<file path="config.mk">
export PLATFORM = sky130hd
export DESIGN_NAME = mont_mult
export DESIGN_NICKNAME = d
export VERILOG_FILES = /design/src/rtl/mont_mult.sv
export SDC_FILE = /design/constraint.sdc
export NUM_CORES = 2
export LEC_CHECK = 0
export ABC_CLOCK_PERIOD_IN_PS = 9350
export BUFFER_PORTS_ARGS = -buffer_cell sky130_fd_sc_hd__buf_4
export CORE_MARGIN = 4
export CORE_UTILIZATION = 54
export CTS_CLUSTER_DIAMETER = 60
export DETAILED_ROUTE_END_ITERATION = 10
export PLACE_DENSITY_LB_ADDON = 0.08
export SYNTH_ARGS = -nofsm -noshare
export SYNTH_HDL_FRONTEND = slang
export SYNTH_SLANG_ARGS = --single-unit
</file>
<file path="constraint.sdc">
create_clock -name clk -period 9.35 [get_ports clk]
set_input_delay 1.4025 -clock clk [delete_from_list [all_inputs] [get_ports clk]]
set_output_delay 1.4025 -clock clk [all_outputs]
set_load 0.1 [all_outputs]
</file>
<file path="src/rtl/mont_mult.sv">
// rtl/mont_mult.sv - radix-2 Montgomery multiplier, P = a*b*2^-k mod n
//
// Purpose:
//   Bit-serial Montgomery product with a run-time iteration count k = op_len.
//   Each CALC cycle consumes one bit of a (LSB first). The accumulator adds b
//   when that bit is set, and adds n when the sum is odd. It then halves, so
//   acc stays below 2n and fits in WIDTH+2 bits.
//
// Configuration macro:
//   MONT_FINAL_SUB_EN - when defined, FINAL applies one conditional
//                       subtraction of n, so p < n. When undefined, p is the
//                       unreduced accumulator (p < 2n) and no subtractor is
//                       built.
//
// Ports:
//   clk     in   1            rising-edge clock
//   rst_n   in   1            asynchronous active-low reset
//   start   in   1            request, sampled only in IDLE
//   op_len  in   LOG_WIDTH+1  iteration count k, legal 1..WIDTH
//   a       in   WIDTH        multiplier, bit i used on iteration i
//   b       in   WIDTH        multiplicand, b < n
//   n       in   WIDTH        modulus, must be odd
//   busy    out  1            operation in progress
//   done    out  1            one-cycle pulse, result or error valid
//   err     out  1            with done: request was rejected
//   p       out  WIDTH+1      result, held until the next done

module mont_mult #(
  parameter int WIDTH     = 256,
  parameter int LOG_WIDTH = 8
) (
  input  logic                 clk,
  input  logic                 rst_n,
  input  logic                 start,
  input  logic [LOG_WIDTH:0]   op_len,
  input  logic [WIDTH-1:0]     a,
  input  logic [WIDTH-1:0]     b,
  input  logic [WIDTH-1:0]     n,
  output logic                 busy,
  output logic                 done,
  output logic                 err,
  output logic [WIDTH:0]       p
);

  typedef enum logic [1:0] {
    IDLE  = 2'd0,
    CALC  = 2'd1,
    FINAL = 2'd2
  } state_t;

  localparam logic [LOG_WIDTH:0] MAX_LEN = (LOG_WIDTH+1)'(WIDTH);

  state_t                 state, state_nx;
  logic [WIDTH-1:0]       a_r, a_nx;
  logic [WIDTH-1:0]       b_r, b_nx;
  logic [WIDTH-1:0]       n_r, n_nx;
  logic [WIDTH+1:0]       acc, acc_nx;
  logic [LOG_WIDTH-1:0]   idx, idx_nx;
  logic [LOG_WIDTH:0]     cnt, cnt_nx;
  logic                   rej_pend, rej_pend_nx;
  logic                   busy_nx, done_nx, err_nx;
  logic [WIDTH:0]         p_nx;

  logic                   legal;
  logic [WIDTH+1:0]       t_add;
  logic [WIDTH+1:0]       t_odd;
  logic [WIDTH:0]         p_final;

  assign legal = (op_len != '0) && (op_len <= MAX_LEN) && n[0];

  // One Montgomery step: acc < 2n and b < n keep the sum below 4n, so the
  // WIDTH+2 bit datapath never overflows.
  assign t_add = acc + (a_r[idx] ? {2'b00, b_r} : '0);
  assign t_odd = t_add[0] ? (t_add + {2'b00, n_r}) : t_add;

`ifdef MONT_FINAL_SUB_EN
  logic           borrow;
  logic [WIDTH:0] diff;

  // acc < 2n < 2^(WIDTH+1), so acc[WIDTH+1] is always zero here.
  // The borrow out tells whether acc - n is negative.
  assign {borrow, diff} = {1'b0, acc[WIDTH:0]} - {2'b00, n_r};
  assign p_final = borrow ? acc[WIDTH:0] : diff;
`else
  assign p_final = acc[WIDTH:0];
`endif

  always_ff @(posedge clk or negedge rst_n) begin
    if (!rst_n) begin
      state    <= IDLE;
      a_r      <= '0;
      b_r      <= '0;
      n_r      <= '0;
      acc      <= '0;
      idx      <= '0;
      cnt      <= '0;
      rej_pend <= 1'b0;
      busy     <= 1'b0;
      done     <= 1'b0;
      err      <= 1'b0;
      p        <= '0;
    end else begin
      state    <= state_nx;
      a_r      <= a_nx;
      b_r      <= b_nx;
      n_r      <= n_nx;
      acc      <= acc_nx;
      idx      <= idx_nx;
      cnt      <= cnt_nx;
      rej_pend <= rej_pend_nx;
      busy     <= busy_nx;
      done     <= done_nx;
      err      <= err_nx;
      p        <= p_nx;
    end
  end

  always_comb begin
    state_nx    = state;
    a_nx        = a_r;
    b_nx        = b_r;
    n_nx        = n_r;
    acc_nx      = acc;
    idx_nx      = idx;
    cnt_nx      = cnt;
    rej_pend_nx = 1'b0;
    done_nx     = 1'b0;
    err_nx      = 1'b0;
    p_nx        = p;

    case (state)
      IDLE: begin
        if (rej_pend) begin
          // The rejection reported one cycle after the request. Any start in
          // this cycle is not looked at.
          done_nx = 1'b1;
          err_nx  = 1'b1;
        end else if (start) begin
          if (legal) begin
            a_nx     = a;
            b_nx     = b;
            n_nx     = n;
            acc_nx   = '0;
            idx_nx   = '0;
            cnt_nx   = op_len;
            state_nx = CALC;
          end else begin
            rej_pend_nx = 1'b1;
          end
        end
      end
      CALC: begin
        acc_nx = t_odd >> 1;
        idx_nx = idx + LOG_WIDTH'(1);
        cnt_nx = cnt - (LOG_WIDTH+1)'(1);
        if (cnt == (LOG_WIDTH+1)'(1)) begin
          state_nx = FINAL;
        end
      end
      FINAL: begin
        p_nx     = p_final;
        done_nx  = 1'b1;
        state_nx = IDLE;
      end
      default: begin
        state_nx = IDLE;
      end
    endcase

    busy_nx = (state_nx != IDLE);
  end

endmodule

</file>
==> metrics list <==
* Initial cell density of the core: a little over half
- Yosys printed 0 warnings.
* Vias in the first global route: around 110k
- Clock-pin slew was measured on the worst setup and hold paths at 70 ps.
* Worst slew margin relative to its limit: 11.90%
* Static power due to leakage: 69.24 nW
* Critical path class: reg2reg
- Row count: 150
- Number of enable flip-flop cells after synthesis: 0
- Counting the buffers created by CTS gives between 100 and 150.
- The flow ran to the end, but the final reports show violations.
* Area growth from synthesis to final layout: 49.00%
- Largest stage delay on the critical path: around 670 ps
- In this run the standard cell core region covers ~170,000 um2.
* Post-detailed-route count of antenna-violating nets: 0
- The first global-routing pass estimated approximately 630 mm of wire.
- The worst path uses 114.6% of the clock period.
- Seq cells post-synth: 1,305
* Count of buffering cells on the critical path with inverters included: 13
- From bottom edge to top edge, the die measures 418.2 um.
* Fmax: between 0.09 and 0.1 GHz
- The root buffer cell chosen for the clock tree is sky130_fd_sc_hd__clkbuf_16.
* Fraction of layout instances using a drive strength above 1: between 30% and 40%
- Die area: about 170,000 um2
- Once routing completed, OpenROAD measured the worst setup slack at -1362 ps.
- The clock passes through at most 3 buffers.
- Placed Cells incl. Taps: ~17,000
* Total Routed Length: roughly 440 mm
* TritonCTS sink count: approximately 1,300
- Category of cells accounting for the largest share of critical-path delay: compound AO/OA/AOI/OAI gates
* Top cell type by total area after synthesis: sky130_fd_sc_hd__dfrtp_1
- Critical path data arrival time: between 10,000 and 15,000 ps
- Detailed-route via count: 107,500
- Number of primary I/O pins: ~1,000
- After routing the design area is about 140,000 um2.
- Share of synthesized registers carrying an async set or reset: 100.0%
- Detailed placement ended at an HPWL of about 330 mm.
* Final RePlAce weighted congestion: 1.136
* GRT overflow: 0
- TritonCTS clock tree: yes
* Starting DRT DRC Count: 13,620
- Number of setup violations in the final report: between 150 and 200
* CP startpoint kind: flop
- Synth top area cells: sky130_fd_sc_hd__dfrtp_1, sky130_fd_sc_hd__nand2_1, sky130_fd_sc_hd__ha_1, sky130_fd_sc_hd__a21oi_1, sky130_fd_sc_hd__o21ai_0
- The number of antenna violations at the first check in global routing is 20.
* Worst hold-check slack: 470.4 ps
* Cells after Synth: ~11,000
- Sequential elements use between 30% and 40% of the synthesized area.
- Nature of the critical path endpoint: flop
* Post-detailed-route DRC marker count: 0
* Synth Area per Inst: 7.993 um2
- After synthesis the cells add up to a little over 90,000 um2.
- Largest fanout on the critical path: 8
- The tool flagged a number of max-cap violations equal to 0.
- Floorplan die width: 418.2 um
- The worst path in the final design needs a cycle of between 10,000 and 15,000 ps, including I/O delays and setup.
- # H-tree levels: 4
* Pin count of the biggest net entering global routing: between 200 and 250
- The number of hold violations in the final report came to 0.
* Nets: around 16,000
* Max Slew Vio Count: 0
- Vias per Instance: about 6.2
- Overall track demand over capacity in global routing: 47.23%
* First drt pass iteration count: 7
* Number of nets produced by synthesis: 12,660
- Among all stages on the critical path, the largest delay is contributed by sky130_fd_sc_hd__mux4_4.
- In this run the worst hold path is classified as reg2reg.
- Non-filler cells, final: ~17,000
- After detailed routing, the average wire length per cell comes to roughly 26 um.
* Later-pin clock latency in the skew report: 850 ps
- For the final database, setup skew stands at 49.87 ps.
- Setup total negative slack on the finished layout was measured at -124,160 ps.
* Top flip-flop cell by instance count after synthesis: sky130_fd_sc_hd__dfrtp_1
* Worst voltage drop across the vdd grid: 0.0002886 V
- Buffers placed on the I/O ports in this run total around 1,000.
* Area after DPL: roughly 120,000 um2
* Most frequent cell on the critical path: sky130_fd_sc_hd__buf_4
- Count of different cell masters after synthesis: roughly 110
- Power per Cell Area: 408.6 nW/um2
* Post-placement worst setup slack: -2294 ps
* Failing checks: negative setup slack
* Data required, critical path: approximately 10,000 ps
- The number of hold buffers added after CTS was 0.
- Unrepaired setup endpoints after global routing: true
- At the pin with the least slew margin, the transition time is approximately 1300 ps.
- Summed over its instances, the top area cell type makes up between 30 and 40% of the synthesized netlist area.
==> final timing paths <==
| check | startpoint | end | cells after the start | slack [ps] |
|---|---|---|---|---|
| setup / recovery | idx[0] | acc[244] | 47 | -1360 |
| hold / removal | b_r[160] | b_r[160] | 2 | 470 |
| setup reg to reg | idx[0] | acc[244] | 47 | -1360 |
| hold reg to reg | b_r[160] | b_r[160] | 2 | 470 |
| max in group asynchronous | rst_n | acc[217] | 3 | 6430 |
| min in group asynchronous | rst_n | p[40] | 1 | 510 |
==> report_power, final <==
group | switching, W | internal, W
registers | 0.00236 | 0.00763
logic | 0.0214 | 0.0178
clock network | 0.00269 | 0.00346
total | 0.0264 | 0.0289
==> what timing repair did <==
action | in CTS | in global routing
gates cloned | 3 | 11
buffers inserted | 49 | 202
setup endpoints to repair | 179 | 204
pin swaps | 86 | 465
gates resized for setup | 368 | 1269
==> sequential cells by signal, summed over array words and instances, names as in the netlist, 2 cells and up <==
name,count
acc,257
b_r,256
a_r,256
state,2
idx,8
p,257
n_r,256
cnt,9
==> tightest hold or removal path, stage by stage, from the launching register on <==
cell,delay (ps)
sky130_fd_sc_hd__dfrtp_1,340
sky130_fd_sc_hd__nand2_1,50
sky130_fd_sc_hd__nand2_1,50
==> layout make-up <==
type                            instances  area [um2]
Tap cell                             2204        2758
Clock inverter                         73       992.2
Sequential cell                      1305       32660
Clock buffer                          193        4111
Antenna cell                            9       22.52
Timing Repair Buffer                 4093       32230
Fill cell                           10590       31870
Multi-Input combinational cell       9192       61870
Inverter                              189       709.4
==> synth_stat cells (13+ instances only) <==
master                     instances
sky130_fd_sc_hd__nand2_1        3141
sky130_fd_sc_hd__dfrtp_1        1305
sky130_fd_sc_hd__a21oi_1         973
sky130_fd_sc_hd__o21ai_0         691
sky130_fd_sc_hd__clkbuf_1        601
sky130_fd_sc_hd__nor2_1          585
sky130_fd_sc_hd__ha_1            514
sky130_fd_sc_hd__a21o_1          322
sky130_fd_sc_hd__nand4_1         318
sky130_fd_sc_hd__xnor2_1         315
sky130_fd_sc_hd__and2_1          283
sky130_fd_sc_hd__mux2_2          257
sky130_fd_sc_hd__o21bai_1        202
sky130_fd_sc_hd__mux2i_1         197
sky130_fd_sc_hd__inv_1           188
sky130_fd_sc_hd__xor2_1          186
sky130_fd_sc_hd__nor3_1          126
sky130_fd_sc_hd__nand3_1         101
sky130_fd_sc_hd__o21a_1           74
sky130_fd_sc_hd__o21ai_1          57
sky130_fd_sc_hd__a31oi_1          54
sky130_fd_sc_hd__buf_2            53
sky130_fd_sc_hd__or2_2            53
sky130_fd_sc_hd__a22oi_1          52
sky130_fd_sc_hd__nor4_1           48
sky130_fd_sc_hd__o31ai_1          47
sky130_fd_sc_hd__nand2b_1         44
sky130_fd_sc_hd__a21boi_0         40
sky130_fd_sc_hd__mux4_2           37
sky130_fd_sc_hd__o221ai_1         36
sky130_fd_sc_hd__nor2b_1          35
sky130_fd_sc_hd__or3_1            33
sky130_fd_sc_hd__a221o_1          30
sky130_fd_sc_hd__o211ai_1         30
sky130_fd_sc_hd__a211oi_1         27
sky130_fd_sc_hd__a221oi_1         27
sky130_fd_sc_hd__buf_1            23
sky130_fd_sc_hd__o22ai_1          21
sky130_fd_sc_hd__and3_1           20
sky130_fd_sc_hd__and4_1           18
sky130_fd_sc_hd__or4_1            13
==> cell families (layout without fill, tap and decap cells) <==
logic type | Yosys count | in the layout | synth area share (%)
xor+xnor | 501 | 501 | 4.830
fa+ha+maj | 516 | 516 | 7.123
flops | 1305 | 1305 | 35.95
mux | 491 | 491 | 6.274
simple gates | 4871 | 4871 | 23.20
other cells | 0 | 9 | 0
compound gates | 2813 | 2813 | 18.95
buf+inv | 869 | 4548 | 3.670
==> placed cells by master, fill, tap and decap left out, drive strengths merged, types with 35 or more instances in the layout <==
master,Yosys,final
nand4,321,321
o31ai,48,48
clkbuf,603,204
mux2i,197,197
o221ai,36,36
nor3,130,130
a22oi,52,52
o21ai,754,754
a21o,322,322
mux2,257,257
inv,188,210
nor2b,35,35
nand2,3142,3142
dfrtp,1305,1305
buf,77,4081
a31oi,54,54
nor4,49,49
mux4,37,37
nor2,585,585
xor2,186,186
and2,283,283
nand2b,44,44
nand3,103,103
xnor2,315,315
or2,58,58
o21a,74,74
a21boi,48,48
o21bai,204,204
a21oi,975,975
ha,514,514
clkinv,1,37
==> routing by layer <==
metal / part of all wire [%] / GRT usage [%] / up-vias
met1: 36 / 58.27 / 51660
met5: 0.026 / 0 / -
li1: - / - / 46590
met2: 43 / 72.22 / 7250
met3: 11 / 11.16 / 2014
met4: 9.6 / 35.12 / 16
==> per-stage QoR <==
step | total power (W) | utilization [%]
6_report | 0.05531 | 80.94
5_1_grt | 0.05738 | 80.93
4_1_cts | 0.04930 | 76.46
3_5_place_dp | 0.04187 | 72.11
3_3_place_gp | 0.04121 | 72.11
2_1_floorplan | 0.02464 | -
(Power assumes the default switching activity.)
